$ cat config.mk
export PLATFORM = sky130hd
export DESIGN_NAME = alu_seq_ctrl
export DESIGN_NICKNAME = d
export VERILOG_FILES = /design/src/rtl/alu_ctrl_pkg.sv /design/src/rtl/mul_shift_reg.sv /design/src/rtl/alu_seq_ctrl.sv
export SDC_FILE = /design/constraint.sdc
export NUM_CORES = 1
export LEC_CHECK = 0
export ABC_AREA = 0
export CAP_MARGIN = 0
export CORE_AREA = 8 8 89 91
export DETAILED_ROUTE_END_ITERATION = 10
export DIE_AREA = 0 0 97 99
export SYNTH_ARGS = -nofsm -noshare
export SYNTH_HDL_FRONTEND = slang
export SYNTH_SLANG_ARGS = --single-unit
export TNS_END_PERCENT = 10
$ cat constraint.sdc
create_clock -name clk -period 3.1 [get_ports clk]
set_clock_uncertainty 0.15 [all_clocks]
set_input_delay 0.775 -clock clk [delete_from_list [all_inputs] [get_ports clk]]
set_output_delay 0.775 -clock clk [all_outputs]
set_load 0.03 [all_outputs]
$ cat src/rtl/alu_ctrl_pkg.sv
// Shared types and constants for the ALU sequencing controller.
package alu_ctrl_pkg;

  typedef enum logic [1:0] {
    StIdle,
    StExec,
    StMulStep,
    StDone
  } state_e;

  localparam logic [2:0]  OP_ADD = 3'b000;
  localparam int unsigned W_DEF  = 4;

endpackage

$ cat src/rtl/mul_shift_reg.sv
// Shift-add multiplier accumulator {hi, lo}; the add itself happens on the external adder.
module mul_shift_reg #(
  parameter int unsigned W = 4
) (
  input  logic         clk,
  input  logic         reset,
  input  logic         load,
  input  logic         step,
  input  logic [W-1:0] load_lo,
  input  logic [W-1:0] sum,
  input  logic         cout,
  output logic [W-1:0] hi_next,
  output logic [W-1:0] lo_next
);

  logic [W-1:0] hi_q, lo_q;

  // lo[0] selects whether this step keeps the adder result (hi + a) or just shifts.
  always_comb begin
    hi_next = {1'b0, hi_q[W-1:1]};
    lo_next = {hi_q[0], lo_q[W-1:1]};
    if (lo_q[0]) begin
      hi_next = {cout, sum[W-1:1]};
      lo_next = {sum[0], lo_q[W-1:1]};
    end
  end

  always_ff @(posedge clk or posedge reset) begin
    if (reset) begin
      hi_q <= '0;
      lo_q <= '0;
    end else if (load) begin
      hi_q <= '0;
      lo_q <= load_lo;
    end else if (step) begin
      hi_q <= hi_next;
      lo_q <= lo_next;
    end
  end

endmodule

$ cat src/rtl/alu_seq_ctrl.sv
// Command sequencer for the 4-bit ALU datapath: single-cycle ops and shift-add multiply.
module alu_seq_ctrl
  import alu_ctrl_pkg::*;
#(
  parameter int unsigned W = W_DEF
) (
  input  logic           clk,
  input  logic           reset,
  input  logic           cmd_valid,
  output logic           cmd_ready,
  input  logic [W-1:0]   cmd_a,
  input  logic [W-1:0]   cmd_b,
  input  logic [2:0]     cmd_op,
  input  logic           cmd_mul,
  output logic [W-1:0]   dp_a,
  output logic [W-1:0]   dp_b,
  output logic [2:0]     dp_op,
  input  logic [W-1:0]   dp_sum,
  input  logic           dp_cout,
  output logic           res_valid,
  input  logic           res_ready,
  output logic [2*W-1:0] res_data,
  output logic           res_cout,
  output logic           res_zero,
  output logic           busy
);

  localparam int unsigned SW = $clog2(W);
  localparam logic [SW-1:0] LastStep = SW'(W - 1);

  state_e         state_q, state_d;
  logic [SW-1:0]  step_q;
  logic [W-1:0]   dp_a_q, dp_b_q;
  logic [2:0]     dp_op_q;
  logic [2*W-1:0] res_data_q;
  logic           res_cout_q;
  logic           accept, mul_load, mul_step, last_step;
  logic [W-1:0]   hi_next, lo_next;

  assign accept    = cmd_valid && (state_q == StIdle);
  assign mul_load  = accept && cmd_mul;
  assign mul_step  = (state_q == StMulStep);
  assign last_step = mul_step && (step_q == LastStep);

  always_comb begin
    state_d = state_q;
    unique case (state_q)
      StIdle:    if (cmd_valid) state_d = cmd_mul ? StMulStep : StExec;
      StExec:    state_d = StDone;
      StMulStep: if (step_q == LastStep) state_d = StDone;
      StDone:    if (res_ready) state_d = StIdle;
      default:   state_d = StIdle;
    endcase
  end

  always_ff @(posedge clk or posedge reset) begin
    if (reset) begin
      state_q    <= StIdle;
      step_q     <= '0;
      dp_a_q     <= '0;
      dp_b_q     <= '0;
      dp_op_q    <= '0;
      res_data_q <= '0;
      res_cout_q <= 1'b0;
    end else begin
      state_q <= state_d;
      // Wraps back to zero on the final step, ready for the next multiply.
      if (mul_step) step_q <= step_q + 1'b1;
      if (accept) begin
        if (cmd_mul) begin
          dp_a_q  <= '0;
          dp_b_q  <= cmd_a;
          dp_op_q <= OP_ADD;
        end else begin
          dp_a_q  <= cmd_a;
          dp_b_q  <= cmd_b;
          dp_op_q <= cmd_op;
        end
      end else if (mul_step) begin
        dp_a_q <= hi_next;
      end
      if (state_q == StExec) begin
        res_data_q <= {{W{1'b0}}, dp_sum};
        res_cout_q <= dp_cout;
      end else if (last_step) begin
        res_data_q <= {hi_next, lo_next};
        res_cout_q <= 1'b0;
      end
    end
  end

  mul_shift_reg #(
    .W(W)
  ) u_mul_shift_reg (
    .clk     (clk),
    .reset   (reset),
    .load    (mul_load),
    .step    (mul_step),
    .load_lo (cmd_b),
    .sum     (dp_sum),
    .cout    (dp_cout),
    .hi_next (hi_next),
    .lo_next (lo_next)
  );

  assign cmd_ready = (state_q == StIdle);
  assign busy      = (state_q != StIdle);
  assign res_valid = (state_q == StDone);
  assign res_data  = res_data_q;
  assign res_cout  = res_cout_q;
  assign res_zero  = (res_data_q == '0);
  assign dp_a      = dp_a_q;
  assign dp_b      = dp_b_q;
  assign dp_op     = dp_op_q;

endmodule

; ---- After elaboration in Yosys (flattened, before gate mapping)
; Index checks and enable logic that the tools add are counted.
[word_totals]
out_inout_bits = 24
in_bits = 21
elab_cells = 46
register_bits = 32
[op_classes]
addsub = 1
n_mux = 19
reduce_logical = 10
n_eq_ne = 7
[ops]
columns = operator, n
row1 = $mux 4, 9
row2 = $mux 8, 2
row3 = $logic_not 8->1, 1
row4 = $mux 2, 4
row5 = $pmux 2 s4, 1
row6 = $reduce_bool 2->1, 4
row7 = $eq 2x2->1 const B, 3
row8 = $ne 2x1->1 const B, 2
row9 = $logic_and 1x1->1, 3
row10 = $mux 3, 1
row11 = $reduce_and 3->1, 1
row12 = $add 2x1->2 const B, 1
row13 = $eq 2x1->1 const B, 1
row14 = $logic_not 2->1, 1
row15 = $mux 1, 2
row16 = $ne 2x2->1 const B, 1

; ---- Logic depth before layout (Yosys ltp)
; Gate-level depths: netlist of the first run.
[logic_depth]
depth_word = 4
mapped_depth = 6
ltp_nobuf = 5

; ---- Modules after synthesis
; A second synthesis of the first run with hierarchy kept.
[hier_totals]
hier_cells = 163
hier_area_um2 = 1641.6
[by_module_without_submodules]
columns = module, area_per_inst_um2, instances, cells_per_inst
row1 = alu_seq_ctrl, 1181.1, 1, 120
row2 = mul_shift_reg, 460.4, 1, 43

; ---- Least setup slack after synthesis of the first run
; Ideal clock, no wire load.
[synth_timing]
path_type = register -> output
from = reg res_data_q[4] (netlist: res_data[4])
to = out res_zero
path_buffers = 0
setup_slack_ps = 722
path_stages_with_launch = 3
arrival_time_ps = 1453
required_time_ps = 2175
path_cell_list = dfrtp_1 -> or4_1 -> nor2_1
[synth_between]
elab_chain_len = 1
[synth_rtl]
columns = item, line_no
row1 = "start, declared", alu_seq_ctrl.sv:35  ; logic [2*W-1:0] res_data_q;
row2 = "start signal, assigned", alu_seq_ctrl.sv:83  ; res_data_q <= {{W{1'b0}}, dp_sum};
row3 = "start signal, assigned", alu_seq_ctrl.sv:86  ; res_data_q <= {hi_next, lo_next};
row4 = $logic_not 8->1, alu_seq_ctrl.sv:111  ; assign res_zero = (res_data_q == '0);
row5 = "end, declared", alu_seq_ctrl.sv:24  ; output logic res_zero,
; Every way passes these cells.

; ---- Worst setup path in the final report of the first run
[layout_timing]
from = reg res_data_q[0] (netlist: res_data[0])
to = out res_zero
; Same word-level chain as after synthesis.

==> results of run 1 <==
layer usage:
metal	wire length, um	track usage (%)	share of wire (%)
met1	2050	11.6	51
met2	1660	11.6	41
met3	255	3.57	6.3
met4	55	2.84	1.4
met5	0	0	0
flip-flops by register name, summed over array words and instances (netlist names):
name and count:
dp_a 4, dp_b 4, dp_op 3, res_cout 1, res_data 8, state_q 2, step_q 2, u_mul_shift_reg.hi_q 4
u_mul_shift_reg.lo_q 4
per-stage QoR:
stage	utilization (%)	worst slack, ns	power (uW)
3_3_place_gp	31.7	0.506	1970
2_1_floorplan	-	0.722	1540
4_1_cts	33.1	0.173	2330
5_1_grt	33.1	0.0518	2480
3_5_place_dp	31.7	0.488	1990
6_report	33.1	0.198	2300
power by group:
group	internal [uW]	leakage, uW	switching [uW]
clock	181	0.0000455	152
sequential	615	0.000390	141
combinational	528	0.000533	681
total	1320	0.000969	975
cells by family after synthesis:
kind of cell	after synthesis	share of synthesized area, %
simple gates	41	11.7
xor+xnor	1	0.560
buf+inv	20	5.20
flops	32	51.2
mux	18	11.8
fa+ha+maj	7	5.60
compound gates	37	13.9
worst min path at each step:
stage,endpoint,cells past startpoint,start,slack (ns)
6_report,step_q[0],1,step_q[0],0.33
5_1_grt,step_q[0],1,step_q[0],0.34
4_1_cts,step_q[0],1,step_q[0],0.33
3_5_place_dp,step_q[0],1,step_q[0],0.32
3_3_place_gp,step_q[0],1,step_q[0],0.31
2_1_floorplan,step_q[0],1,step_q[0],0.30
placed cells by master, fill, tap and decap left out, drive strengths merged, types with 2 or more instances in the layout:
master / netlist / layout
clkdlybuf4s50: 0 / 44
and2: 4 / 4
o32ai: 3 / 3
nand2: 18 / 18
nand2b: 3 / 3
nor2: 11 / 11
or4: 2 / 2
buf: 5 / 2
ha: 7 / 7
clkbuf: 3 / 8
dfrtp: 32 / 32
nand3: 3 / 3
a21oi: 7 / 7
o21ai: 19 / 19
inv: 12 / 12
a211oi: 4 / 4
mux2: 4 / 4
mux2i: 14 / 14
cell type report:
type,instances,area share [%]
clock buffer,8,4.15
multi-input combinational,104,31.4
timing repair buffer,46,21.0
tap,80,4.61
sequential,32,36.8
inverter,12,2.07
worst reg2reg max path, delay by kind of cell (launching register included):
family	cells	cell delay [ns]
adder cells (fa/ha/maj)	1	0.27
AO/OA/AOI/OAI	1	0.48
buffers and inverters	1	0.11
flip-flops	1	0.40
multiplexers	1	0.38
==> impl_metrics.yaml, run 1 <==
worst_setup_path:
  rr_worst_depth: 4
  cp-start-kind: "register"
  crit_chain: "or4_1 -> nor2_1 -> clkdlybuf4s50_1"
  slowest_delay_ns: 0.67
  cp_top_family: "buffers and inverters"
  path_buf_inv: 1
  setup.worst_path.end: "res_zero"
  cp.required_ns: 2.17
  cp.arrival_ns: 1.98
  cp_max_fo: 3
  crit-reg2reg-capture: "state_q[1]"
  cp_slowest_cell: "clkdlybuf4s50_1"
  critical_path.startpoint: "res_data[0]"
  timing.rr.start: "state_q[0]"
  setup.worst_path.end_class: "output port"
  worstSetupPathDepth: 3
  ff2ff_setup_slack_ns: 1.20
  critPathKind: "reg2out"
timing:
  worst-slew-pin-transition_ns: 0.611
  min_period_over_period_pct: 93.6
  rsz0062_at_grt: "false"
  setup_viol: 0
  hold_viol: 0
  period_minus_slack_ns: 2.90
  tns_ns: 0
  slew_headroom_pct: 59.2
  drv_slew: 0
  fmaxAchievable_mhz: 345
  holdWs_ns: 0.327
placed_design:
  placed_cell_area_mm2: 0.00208
  dp.cells: 274
  place_congestion: 0.735
  portBuffers: 44
  dp_hpwl_um: 3020
run:
  max_cap_violations: 0
clock_network:
  cts_buffers: 5
  cts-resized-gates: 0
  cts_hold_buf: 0
  clkTransAtPathRegs_ns: 0.07
  cts_root_buf: "clkbuf_8"
  cts_buffer_depth: 2
  insertion_delay_ns: 0.28
  h-tree-depth: 2
  postCtsSetupBuffers: 0
  clkSinkCount: 32
  cts_tree: "done"
yosys:
  ys.warnings.count: 0
  mappedNetlistArea_mm2: 0.00156
  syn-instance-count: 156
  synth_seq_cells: 32
  async_flop_share_pct: 100
  syn_avg_cell_area_um2: 10.0
  synth_nets: 184
  ys.flop_type: "dfrtp_1"
  yosysTopAreaCell: "dfrtp_1"
  yosysSeqAreaShare_pct: 51.2
  ys_top_cells_by_area: "dfrtp_1, mux2i_1, o21ai_0, ha_1, nand2_1"
  post-synth-top-count-cell: "dfrtp_1"
  synth_cell_types: 22
  synth_commonest_cells: "dfrtp_1, o21ai_0, nand2_1"
  synth-edff-count: 0
  yosys.area.top_type_share_pct: 51.2
detailed_routing:
  vias: 1230
  drcViolationCount: 0
  wl_um: 4020
  dr.pass1.iters: 4
  ant_nets: 0
  routedWlPerCell_um: 14.3
  viasPerCell: 4.36
  drt_iter0_drc: 56
global_route:
  grt_max_degree: 33
  antenna_found_initial: 0
  track_usage_pct: 8.50
  grt_pass1_vias: 1306
  grt_pass1_wl_um: 6620
  grt_overflow_total: 0
pwr:
  ir_worst_vdd_mv: 0.461
  p_leak_uw: 0.000969
  power.density_mw_per_mm2: 1060
finish:
  drive_above_1_share_pct: 5.94
  fill_cells: 663
  diodes: 0
  syn_to_final_growth_pct: 39.0
  multi_input_area_um2: 682
  final_cells: 282
  final_nets: 229
  stdcell_area_mm2: 0.00217
  seq_area_um2: 801
floorplanning:
  die-area_mm2: 0.00960
  die_w_um: 97
  ioPinCount: 45
  core-area_mm2: 0.00657
  chipHeight_um: 99
  initial_utilization_pct: 23.8
  row_count: 30
outcome:
  status: "finished, final reports clean"
min_path:
  hp-class: "reg2reg"
(Power assumes the default switching activity.)
==> inputs of run 2 (changes only) <==
--- a/config.mk
+++ b/config.mk
@@ -6,7 +6,7 @@
 export NUM_CORES = 1
 export LEC_CHECK = 0
 export ABC_AREA = 0
-export CAP_MARGIN = 0
+export CAP_MARGIN = 20
 export CORE_AREA = 8 8 89 91
 export DETAILED_ROUTE_END_ITERATION = 10
 export DIE_AREA = 0 0 97 99
==> results of run 2 <==
Final layout, timing and power as in run 1 (identical DEF).
